## config.mk

```make
export PLATFORM = sky130hd
export DESIGN_NAME = alu_issue_ctrl_flat
export DESIGN_NICKNAME = d
export VERILOG_FILES = /design/src/rtl/alu_issue_if.sv /design/src/rtl/alu_issue_ctrl.sv /design/src/flat_wrapper.sv
export SDC_FILE = /design/constraint.sdc
export NUM_CORES = 1
export LEC_CHECK = 0
export CAP_MARGIN = 20
export CORE_AREA = 2 2 83 165
export DETAILED_ROUTE_END_ITERATION = 16
export DIE_AREA = 0 0 85 167
export MAX_ROUTING_LAYER = met4
export PLACE_DENSITY = 0.85
export SYNTH_ARGS = -nofsm -noshare
export SYNTH_HDL_FRONTEND = slang
export SYNTH_SLANG_ARGS = --single-unit
export TNS_END_PERCENT = 100
```

## constraint.sdc

```tcl
create_clock -name clk -period 4.5 [get_ports clk]
set_input_delay 0.9 -clock clk [delete_from_list [all_inputs] [get_ports clk]]
set_output_delay 0.9 -clock clk [all_outputs]
set_load 0.005 [all_outputs]
```

## src/rtl/alu_issue_if.sv

```systemverilog
// Fetch / regfile / ALU / writeback / branch signals seen by the ALU issue controller.
// The master modport is the controller side; the slave modport is its environment.
interface alu_issue_if #(
  parameter int MAX_SIZE   = 32,
  parameter int REG_ADDR_W = 5
);
  logic                  instr_valid;
  logic                  instr_ready;
  logic [31:0]           instr;
  logic [REG_ADDR_W-1:0] rs1_addr;
  logic [REG_ADDR_W-1:0] rs2_addr;
  logic [MAX_SIZE-1:0]   rs1_data;
  logic [MAX_SIZE-1:0]   rs2_data;
  logic [MAX_SIZE-1:0]   alu_in0;
  logic [MAX_SIZE-1:0]   alu_in1;
  logic [2:0]            alu_op;
  logic [MAX_SIZE-1:0]   alu_result;
  logic                  alu_zero;
  logic                  wb_valid;
  logic                  wb_ready;
  logic [REG_ADDR_W-1:0] wb_addr;
  logic [MAX_SIZE-1:0]   wb_data;
  logic                  br_valid;
  logic                  br_taken;
  logic                  illegal;

  modport master (
    input  instr_valid, instr, rs1_data, rs2_data, alu_result, alu_zero, wb_ready,
    output instr_ready, rs1_addr, rs2_addr, alu_in0, alu_in1, alu_op,
           wb_valid, wb_addr, wb_data, br_valid, br_taken, illegal
  );

  modport slave (
    output instr_valid, instr, rs1_data, rs2_data, alu_result, alu_zero, wb_ready,
    input  instr_ready, rs1_addr, rs2_addr, alu_in0, alu_in1, alu_op,
           wb_valid, wb_addr, wb_data, br_valid, br_taken, illegal
  );
endinterface

```

## src/rtl/alu_issue_ctrl.sv

```systemverilog
// ALU issue controller: one instruction in flight, accept->wb_valid 3 cycles, held until wb_ready.
// Optional ALU_ISSUE_STATS_EN adds retired_cnt/illegal_cnt outputs.
module alu_issue_ctrl #(
  parameter int MAX_SIZE   = 32,
  parameter int REG_ADDR_W = 5
) (
  input  logic         clk,
  input  logic         rst_n,
  alu_issue_if.master  bus
`ifdef ALU_ISSUE_STATS_EN
  ,
  output logic [31:0]  retired_cnt,
  output logic [15:0]  illegal_cnt
`endif
);

  localparam logic [6:0] OPC_R = 7'b0110011;
  localparam logic [6:0] OPC_I = 7'b0010011;
  localparam logic [6:0] OPC_B = 7'b1100011;

  localparam logic [2:0] OP_ADD = 3'b000;
  localparam logic [2:0] OP_SUB = 3'b001;
  localparam logic [2:0] OP_AND = 3'b010;
  localparam logic [2:0] OP_OR  = 3'b011;
  localparam logic [2:0] OP_XOR = 3'b100;
  localparam logic [2:0] OP_SLT = 3'b101;

  typedef enum logic [1:0] {IDLE, DECODE, EXEC, WB} state_t;

  state_t                state_q;
  logic [31:0]           instr_q;
  logic                  is_br_q;
  logic                  is_bne_q;
  logic [REG_ADDR_W-1:0] rd_q;
  logic [MAX_SIZE-1:0]   alu_in0_q;
  logic [MAX_SIZE-1:0]   alu_in1_q;
  logic [2:0]            alu_op_q;
  logic                  wb_valid_q;
  logic [REG_ADDR_W-1:0] wb_addr_q;
  logic [MAX_SIZE-1:0]   wb_data_q;
  logic                  br_valid_q;
  logic                  br_taken_q;
  logic                  illegal_q;

  logic                  legal_d;
  logic [2:0]            alu_op_d;
  logic [MAX_SIZE-1:0]   alu_in1_d;
  logic                  is_br_d;
  logic                  is_bne_d;
  logic [MAX_SIZE-1:0]   imm_sext;
  logic [6:0]            opcode;
  logic [2:0]            funct3;

  assign opcode   = instr_q[6:0];
  assign funct3   = instr_q[14:12];
  assign imm_sext = {{(MAX_SIZE-12){instr_q[31]}}, instr_q[31:20]};

  // Decode of the latched word; only consumed while in DECODE.
  always_comb begin
    legal_d   = 1'b0;
    alu_op_d  = OP_ADD;
    alu_in1_d = bus.rs2_data;
    is_br_d   = 1'b0;
    is_bne_d  = 1'b0;
    case (opcode)
      OPC_R, OPC_I: begin
        legal_d = 1'b1;
        case (funct3)
          3'b000:  alu_op_d = (opcode == OPC_R && instr_q[30]) ? OP_SUB : OP_ADD;
          3'b111:  alu_op_d = OP_AND;
          3'b110:  alu_op_d = OP_OR;
          3'b100:  alu_op_d = OP_XOR;
          3'b010:  alu_op_d = OP_SLT;
          default: legal_d  = 1'b0;
        endcase
        if (opcode == OPC_I) alu_in1_d = imm_sext;
      end
      OPC_B: begin
        legal_d  = (funct3 == 3'b000) || (funct3 == 3'b001);
        alu_op_d = OP_SUB;
        is_br_d  = 1'b1;
        is_bne_d = funct3[0];
      end
      default: legal_d = 1'b0;
    endcase
  end

  always_ff @(posedge clk) begin
    if (!rst_n) begin
      state_q    <= IDLE;
      instr_q    <= '0;
      is_br_q    <= 1'b0;
      is_bne_q   <= 1'b0;
      rd_q       <= '0;
      alu_in0_q  <= '0;
      alu_in1_q  <= '0;
      alu_op_q   <= '0;
      wb_valid_q <= 1'b0;
      wb_addr_q  <= '0;
      wb_data_q  <= '0;
      br_valid_q <= 1'b0;
      br_taken_q <= 1'b0;
      illegal_q  <= 1'b0;
    end else begin
      br_valid_q <= 1'b0;
      illegal_q  <= 1'b0;
      case (state_q)
        IDLE: begin
          if (bus.instr_valid) begin
            instr_q <= bus.instr;
            state_q <= DECODE;
          end
        end
        DECODE: begin
          if (legal_d) begin
            alu_in0_q <= bus.rs1_data;
            alu_in1_q <= alu_in1_d;
            alu_op_q  <= alu_op_d;
            is_br_q   <= is_br_d;
            is_bne_q  <= is_bne_d;
            rd_q      <= instr_q[11:7];
            state_q   <= EXEC;
          end else begin
            illegal_q <= 1'b1;
            state_q   <= IDLE;
          end
        end
        EXEC: begin
          if (is_br_q) begin
            br_valid_q <= 1'b1;
            br_taken_q <= bus.alu_zero ^ is_bne_q;
            state_q    <= IDLE;
          end else if (rd_q == '0) begin
            state_q <= IDLE;
          end else begin
            wb_data_q  <= bus.alu_result;
            wb_addr_q  <= rd_q;
            wb_valid_q <= 1'b1;
            state_q    <= WB;
          end
        end
        WB: begin
          if (bus.wb_ready) begin
            wb_valid_q <= 1'b0;
            state_q    <= IDLE;
          end
        end
        default: state_q <= IDLE;
      endcase
    end
  end

`ifdef ALU_ISSUE_STATS_EN
  logic [31:0] retired_q;
  logic [15:0] illegal_cnt_q;

  // Retirement = wb handshake, rd==0 discard, or resolved branch.
  always_ff @(posedge clk) begin
    if (!rst_n) begin
      retired_q     <= '0;
      illegal_cnt_q <= '0;
    end else begin
      if ((state_q == WB && bus.wb_ready) || state_q == EXEC && (is_br_q || rd_q == '0))
        retired_q <= retired_q + 32'd1;
      if (state_q == DECODE && !legal_d)
        illegal_cnt_q <= illegal_cnt_q + 16'd1;
    end
  end

  assign retired_cnt = retired_q;
  assign illegal_cnt = illegal_cnt_q;
`endif

  // Gated by rst_n so nothing is accepted while reset is asserted.
  assign bus.instr_ready = rst_n && (state_q == IDLE);
  assign bus.rs1_addr    = instr_q[19:15];
  assign bus.rs2_addr    = instr_q[24:20];
  assign bus.alu_in0     = alu_in0_q;
  assign bus.alu_in1     = alu_in1_q;
  assign bus.alu_op      = alu_op_q;
  assign bus.wb_valid    = wb_valid_q;
  assign bus.wb_addr     = wb_addr_q;
  assign bus.wb_data     = wb_data_q;
  assign bus.br_valid    = br_valid_q;
  assign bus.br_taken    = br_taken_q;
  assign bus.illegal     = illegal_q;

endmodule
```

## src/flat_wrapper.sv

```systemverilog
// flat-port wrapper written by rule: the top's interface ports become plain ports
module alu_issue_ctrl_flat 
#(
  parameter int MAX_SIZE   = 32,
  parameter int REG_ADDR_W = 5
)
  (clk, rst_n, bus_instr_valid, bus_instr, bus_rs1_data, bus_rs2_data, bus_alu_result, bus_alu_zero, bus_wb_ready, bus_instr_ready, bus_rs1_addr, bus_rs2_addr, bus_alu_in0, bus_alu_in1, bus_alu_op, bus_wb_valid, bus_wb_addr, bus_wb_data, bus_br_valid, bus_br_taken, bus_illegal);
  alu_issue_if #(.MAX_SIZE(MAX_SIZE), .REG_ADDR_W(REG_ADDR_W)) bus_i ();
  input  logic clk;
  input  logic rst_n;
  input wire logic [$bits(bus_i.instr_valid)-1:0] bus_instr_valid;
  input wire logic [$bits(bus_i.instr)-1:0] bus_instr;
  input wire logic [$bits(bus_i.rs1_data)-1:0] bus_rs1_data;
  input wire logic [$bits(bus_i.rs2_data)-1:0] bus_rs2_data;
  input wire logic [$bits(bus_i.alu_result)-1:0] bus_alu_result;
  input wire logic [$bits(bus_i.alu_zero)-1:0] bus_alu_zero;
  input wire logic [$bits(bus_i.wb_ready)-1:0] bus_wb_ready;
  output wire logic [$bits(bus_i.instr_ready)-1:0] bus_instr_ready;
  output wire logic [$bits(bus_i.rs1_addr)-1:0] bus_rs1_addr;
  output wire logic [$bits(bus_i.rs2_addr)-1:0] bus_rs2_addr;
  output wire logic [$bits(bus_i.alu_in0)-1:0] bus_alu_in0;
  output wire logic [$bits(bus_i.alu_in1)-1:0] bus_alu_in1;
  output wire logic [$bits(bus_i.alu_op)-1:0] bus_alu_op;
  output wire logic [$bits(bus_i.wb_valid)-1:0] bus_wb_valid;
  output wire logic [$bits(bus_i.wb_addr)-1:0] bus_wb_addr;
  output wire logic [$bits(bus_i.wb_data)-1:0] bus_wb_data;
  output wire logic [$bits(bus_i.br_valid)-1:0] bus_br_valid;
  output wire logic [$bits(bus_i.br_taken)-1:0] bus_br_taken;
  output wire logic [$bits(bus_i.illegal)-1:0] bus_illegal;
  assign bus_i.instr_valid = bus_instr_valid;
  assign bus_i.instr = bus_instr;
  assign bus_i.rs1_data = bus_rs1_data;
  assign bus_i.rs2_data = bus_rs2_data;
  assign bus_i.alu_result = bus_alu_result;
  assign bus_i.alu_zero = bus_alu_zero;
  assign bus_i.wb_ready = bus_wb_ready;
  assign bus_instr_ready = bus_i.instr_ready;
  assign bus_rs1_addr = bus_i.rs1_addr;
  assign bus_rs2_addr = bus_i.rs2_addr;
  assign bus_alu_in0 = bus_i.alu_in0;
  assign bus_alu_in1 = bus_i.alu_in1;
  assign bus_alu_op = bus_i.alu_op;
  assign bus_wb_valid = bus_i.wb_valid;
  assign bus_wb_addr = bus_i.wb_addr;
  assign bus_wb_data = bus_i.wb_data;
  assign bus_br_valid = bus_i.br_valid;
  assign bus_br_taken = bus_i.br_taken;
  assign bus_illegal = bus_i.illegal;
  alu_issue_ctrl #(.MAX_SIZE(MAX_SIZE), .REG_ADDR_W(REG_ADDR_W)) u_core (.clk(clk), .rst_n(rst_n), .bus(bus_i));
endmodule
```

Word level (Yosys, flattened, before mapping):

Cells that the tools add are included.

* word-level logic and storage cells: 70
* flip-flop bits (word level): 149
* output and inout bits: 119

* bitwise operators: 3
* reductions and logical operators: 17
* equal/unequal tests: 15
* mux-type cells: 21

Operators with widths (count)
* $mux W32: 2
* $pmux W3 S5: 1
* $reduce_and A2 Y1: 6
* $mux W2: 5
* $eq A3 B3 Y1 const B: 3
* $mux W1: 9
* $ne A2 B2 Y1 const B: 4
* $pmux W2 S4: 1
* $eq A7 B5 Y1 const B: 1
* $eq A7 B6 Y1 const B: 1
* $eq A7 B7 Y1 const B: 1
* $pmux W3 S2: 1
* $logic_not A5 Y1: 1
* $reduce_or A5 Y1: 1
* $eq A2 B2 Y1 const B: 2
* $pmux W1 S2: 2
* $reduce_and A4 Y1: 1
* $eq A3 B1 Y1 const B: 1
* $eq A3 B2 Y1 const B: 1
* $logic_not A3 Y1: 1
* $reduce_and A3 Y1: 1
* $eq A2 B1 Y1 const B: 1
* $logic_and A1 B1 Y1: 2
* $logic_not A2 Y1: 1
* other kinds (5): 6

Longest topological paths before layout:

* depth after elaboration: 6
* gate-level depth with buffers: 7
* depth with buffers taken out: 4

Least setup slack after synthesis:

No wires, ideal clock.

* path type: input port to output port
* from: input port rst_n
* to: output port bus_instr_ready
* path slack: 2.029 ns
* data required time: 3.600 ns
* data arrival time: 1.571 ns
* stages: 4
* path through: inv_1 clkbuf_1 clkbuf_1 nor3_1

* longest elaborated chain between the ends: 1

RTL lines
* start: declaration: RTL line flat_wrapper.sv:10 `input logic rst_n;`
* $logic_and A1 B1 Y1: RTL line alu_issue_ctrl.sv:175 `assign bus.instr_ready = rst_n && (state_q == IDLE);`
* end: declaration: RTL line flat_wrapper.sv:18 `output wire logic [$bits(bus_i.instr_ready)-1:0] bus_instr_ready;`

Every way passes these cells.

Final worst setup path:

Ends and elaborated chain as after synthesis.

==> summary.txt <==
Run status
  – Outcome: complete, no violations

Place
  – DP HPWL: 12200 um
  – Placed cell areas: 8200 um2
  – Routability cong.: 0.850
  – Number of port buffers: 251
  – Dpl ws: 1.33 ns

Die
  – Ports: 252
  – Die ar.: 14200 um2
  – Initial core utilization: 45.4%
  – Die Y: 167 um
  – Die W: 85 um
  – Placement Rows: 59
  – CORE AREA: 12900 um2

Flow run
  – Max-cap violations: 0

Synth
  – Synth Register Bits: 149
  – Post-synth EDFFs: 0
  – Post-synthesis cell type count: 44
  – Syn nets: 834
  – Synth Flop Type: dfxtp_1
  – Mapped cell area: 5870 um2
  – Ys async rst share: 0%
  – Fraction of the yosys area taken by sequential cells: 50.8%
  – Synthesized area per cell: 8.37 um2
  – Synth warn: 0
  – Post-Synthesis Cells: 701

Global routing
  – GR Layer Usage met1: 27.2%
  – Initial antenna violation count: 1
  – GRT overflow: 0
  – Vias in the first global route: 5619
  – Total global-route track usage: 25.2%
  – GR met3 Demand/Resource: 4.16%
  – Global route hottest layer: met2
  – First-pass GRT wire length: 27900 um
  – Met2 Use GR: 43.1%
  – Largest net degree at the start of global routing: 85

Power
  – Leak Pwr: 3.07 nW
  – Reg power frac: 46.9%
  – Pwr dens: 325 nW/um2
  – Switching power share of the total: 23.7%
  – Combinational Power Share: 7.5%
  – Pint: 2.20 mW
  – Sw Pwr: 682 uW
  – Max IR drop VDD: 0.364 mV
  – Clock power share: 45.6%

STA
  – Worst slew margin: 31.5%
  – Setup Viol. Count Final: 0
  – Minimum clock period: 3.12 ns
  – Post-route setup slack: 1.38 ns
  – RSZ-0062 raised after global routing: no
  – Final Hold Viols: 0
  – Final period utilization: 69.3%
  – WHS: 0.452 ns
  – Max Fclk: 321 MHz
  – Worst Skew: 0.0136 ns
  – Max-slew violations: 0
  – Least-Margin Pin Slew: 1.03 ns
  – Setup TNS: 0 ns

Clocking
  – CTS Buf Count: 17
  – Postcts setup bufs: 0
  – Skew-Pair Late Insertion Delay: 0.41 ns
  – Clock sink total: 149
  – H-tree Lvls: 4
  – Post-cts sizing count: 0
  – Hold Buf Count CTS: 0
  – Clk buf depth: 2
  – CTS tree: built
  – Clock root cell: clkbuf_16
  – Clk slew on worst S/H paths: 0.06 ns

Layout
  – Design area: 8860 um2
  – Share of cells above drive strength 1: 5.77%
  – Fin util: 68.6%
  – Area growth syn-to-layout: 50.9%
  – Final #Nets: 1039

Critical path
  – Critical path required time: 3.60 ns
  – CP startpoint kind: input pin
  – Arrival time worst endpoint: 2.22 ns
  – Critical path type: in -> out
  – Endpoint class of the critical path: output port
  – Crit-path max FO: 5

Detailed routing
  – Routed len/inst: 16.8 um
  – DRT iter0 DRCs: 287
  – Antenna Violating Nets Remaining: 0
  – Vias per cell: 5.45
  – Drt total wl: 18000 um
  – DR DRC count: 0
  – Pre-antenna DRT Iters: 5
  – Via count: 5847

Min path
  – HP Class: reg -> reg
[worst max-delay path: stages]
cell             delay [ns]
clkdlybuf4s50_1        0.61
inv_4                  0.04
nor3_1                 0.14
clkdlybuf4s50_1        0.52
[Yosys cell counts (3+ instances only)]
cell type  number  area share, %
nand3_1        43            3.7
a21oi_1       130             11
nor3_1         36            3.1
nand2_1       139            8.9
o21a_1          3           0.38
o21ai_0        39            3.3
buf_1           3           0.19
nor2_1          8           0.51
and2_1          3           0.32
dfxtp_1       149             51
buf_2          18            1.5
a211oi_1       32            4.1
buf_4          19            2.4
clkbuf_1       24            1.5
clkbuf_2        6           0.51
buf_6           6            1.2
mux2i_1        10            1.7
[worst paths after layout]
check                                            from                     to  slack (ns)  cells after the start
worst min register to register  u_core.bus.wb_addr[1]  u_core.bus.wb_addr[1]        0.45                      2
worst max-delay path                            rst_n        bus_instr_ready        1.38                      4
worst min-delay path            u_core.bus.wb_addr[1]  u_core.bus.wb_addr[1]        0.45                      2
worst max register to register      u_core.state_q[0]  u_core.bus.alu_in1[9]        1.94                      5
[cells in the final DEF, fill, tap and decap left out, types with 2 or more instances in the layout]
| master | n |
|---|---|
| a211oi_1 | 32 |
| a21oi_1 | 130 |
| a22oi_1 | 2 |
| and2_1 | 3 |
| and3b_1 | 2 |
| buf_16 | 4 |
| buf_4 | 7 |
| clkbuf_16 | 17 |
| clkdlybuf4s50_1 | 251 |
| clkinv_4 | 4 |
| clkinvlp_4 | 3 |
| dfxtp_1 | 149 |
| inv_6 | 5 |
| mux2i_1 | 10 |
| nand2_1 | 139 |
| nand2b_1 | 2 |
| nand3_1 | 43 |
| nor2_1 | 8 |
| nor3_1 | 36 |
| o21a_1 | 3 |
| o21ai_0 | 39 |
| xnor2_1 | 2 |
[power groups by stage]
stage | Sequential (mW) | Combinational [mW] | Clock [mW]
after floorplan | 1.37 | 0.0766 | 0
after global placement | 1.38 | 0.204 | 0
after detailed placement | 1.38 | 0.205 | 0
after CTS | 1.35 | 0.208 | 1.34
after global routing | 1.35 | 0.231 | 1.39
final | 1.35 | 0.216 | 1.31
[cell type report]
cell class | count | area, um2
diodes | 1 | 2.50
clock buffers | 18 | 429
clock inverters | 14 | 118
fillers | 1036 | 4060
inverters | 2 | 10.0
multi-input cells | 474 | 2450
flip-flops and latches | 149 | 2980
well taps | 152 | 190
repair buffers | 262 | 2680
[flip-flops by register name, summed over array words and instances, names as in the netlist]
register / cells
u_core.bus.alu_in0: 32
u_core.bus.alu_in1: 32
u_core.bus.wb_data: 32
u_core.instr_q: 32
u_core.bus.wb_addr: 5
u_core.rd_q: 5
u_core.bus.alu_op: 3
u_core.state_q: 2
u_core.bus.br_taken: 1
u_core.bus.br_valid: 1
u_core.bus.illegal: 1
u_core.bus.wb_valid: 1
u_core.is_bne_q: 1
u_core.is_br_q: 1
[stage by stage]
step | power [mW] | instances
2_1_floorplan | 1.45 | 701
5_1_grt | 2.98 | 1072
6_report | 2.88 | 1072
3_3_place_gp | 1.58 | 1035
3_5_place_dp | 1.59 | 1035
4_1_cts | 2.89 | 1067
[kinds of logic (layout without fill, tap and decap cells)]
kind of cell    Yosys count  in the layout  share of synthesized area (%)
compound gates          213            213                           20.2
xor+xnor                  2              2                          0.298
buf+inv                  78            296                           7.48
flops                   149            149                           50.8
mux                      10             10                           1.71
other cells               0              1                              0
simple gates            249            249                           19.5
[routing by layer]
layer	share of wire, %	routed length [um]	up-vias
li1	-	-	2835
met1	37	6700	2738
met2	54	9680	223
met3	4.4	801	51
met4	4.7	845	0
met5	0	0	-
No activity file was read; power rests on OpenSTA's default activity.
==> patch (same flow settings) <==
Re-encode `state_t` (4 states) as one-hot, 4 bits wide.
--- a/src/rtl/alu_issue_ctrl.sv
+++ b/src/rtl/alu_issue_ctrl.sv
@@ -25,7 +25,7 @@
   localparam logic [2:0] OP_XOR = 3'b100;
   localparam logic [2:0] OP_SLT = 3'b101;
 
-  typedef enum logic [1:0] {IDLE, DECODE, EXEC, WB} state_t;
+  typedef enum logic [3:0] {IDLE = 4'b0001, DECODE = 4'b0010, EXEC = 4'b0100, WB = 4'b1000} state_t;
 
   state_t                state_q;
   logic [31:0]           instr_q;
Behaviour: same outputs for any inputs over 4 cycles, from zero or initial values and one cycle with rst_n low; so few cycles prove little.
==> patch against the unedited design <==
- synthesized area grew 6.2%
- power increased by 6.7%
- design area is 4.0% higher
- wire length up 2.4%
- sequential cell count increased by 2
- first-iteration DRC count grew 8.4%
- core utilization is 2.7 points higher
- sequential share of layout area decreased by 0.86 points
- fmax increased by 0.20%
- setup slack better by 0.0063 ns
- critical endpoint unchanged
- highest routed layer unchanged
==> patch: results (changes against the unedited design) <==
- Outcome: completed
- GRT Util Overall: 26.4% (+1.2 points)
- Layout cell share with drive strength beyond 1: 9.79% (+4.0 points)
- Total wire length: 18.5 mm (+2.4%)
- Post-synthesis mux area share: 0% (-1.7 points)
- # diodes: 2 (+1)
- Final non-clock buffer share: 28.3% (-1.9 points)
- Max transition margin: 42.1% (+11 points)
- DR vias: 6063 (+3.7%)
- WHS: 0.454 ns (+0.00113 ns)
- Fraction of area in registers: 32.8% (-0.86 points)
- Vias in the first global route: 5953 (+5.9%)
- Critical path's slowest cell: clkdlybuf4s50_1
- CTS clk-pin slew, worst paths: 0.07 ns
- Worst hold path type: flop to flop
- Post-detail-place hpwl: 12.6 mm (+3.5%)
- Library cells used by synthesis: 46 (+4.5%)
- Commonest cells post-synth: dfxtp_1, nand2_1, a21oi_1
- DR iter-0 viols: 311 (+8.4%)
- Final clock-cell share: 6.19% (+0.022 points)
- Seq_cells: 151 (+1.3%)
- Post-cts repair resize count: 0 (unchanged)
- RD Place Congestion: 0.824 (-3.1%)
- P_leak: 3.08 nW (+0.47%)
- Crit path to: bus_instr_ready
- Synth Net Count: 870 (+4.3%)
- Initial antenna violation count: 2 (+1)
- R2r worst-path depth: 6 (+1)
- Xor-xnor portion of the synthesized cell area: 0.421% (+0.12 points)
- Synth area leaders: dfxtp_1, a21oi_1, nand2_1
- Post-synthesis compound-gate area fraction: 24.1% (+3.9 points)
- Multi-input gates: 503 (+6.1%)
- First-pass GRT wire length: 29.3 mm (+5.0%)
- Reg2Reg Setup Slack: 1.87 ns (-0.07 ns)
- Synth Area in Adders: 0% (unchanged)
- VDD IR max: 0.310 mV (-15%)
- FF-to-FF End: u_core.bus.alu_in1[17]
- IO buf count: 251 (unchanged)
- Maximum fanout along the worst path: 6 (+1)
- Post-CTS Setup Bufs: 0 (unchanged)
- Largest net degree at the start of global routing: 113 (+33%)
- Worst Hold Endpoint: u_core.bus.wb_data[20]
- Fraction of area in multi-input gates: 30.4% (+2.8 points)
- Worst Skew: 0.00835 ns (-0.00527 ns)
- Fillcell total: 985 (-4.9%)
- Hold_sp: u_core.bus.wb_data[20]
- Htree depth: 4 (unchanged)
- Final Net Count: 1070 (+3.0%)
- Register area share after synthesis: 48.5% (-2.3 points)
- Worst r2r src: u_core.instr_q[0]
-- patch: report_power, final --
group	switching (mW)	internal, mW	total (mW)	leakage (nW)
logic	0.128	0.169	0.297	1.58
registers	0.0315	1.37	1.40	1.22
clock network	0.594	0.778	1.37	0.277
total	0.754	2.32	3.07	3.08
-- patch: worst max-delay path: cells and delay by family --
family	cells	cell delay, ns
simple gates	1	0.17
buf+inv	2	1.13
-- patch: per-stage QoR --
step	instances	total power, mW	setup WS, ns	util (%)	area [µm²]
6_report	1104	3.07	1.39	71.3	9210
5_1_grt	1104	3.18	1.15	71.3	9210
4_1_cts	1102	3.10	1.38	71.3	9210
3_5_place_dp	1070	1.73	1.40	66.8	8630
3_3_place_gp	1070	1.72	1.41	66.8	8630
2_1_floorplan	737	1.56	2.37	-	6240
-- patch: per-layer routing --
metal  vias up  track usage (%)  share of wire (%)
met3        46             5.05                4.6
met5         -                -                  0
met4         0             13.9                4.4
met2       208             46.8                 55
li1       2971                -                  -
met1      2838             26.9                 36
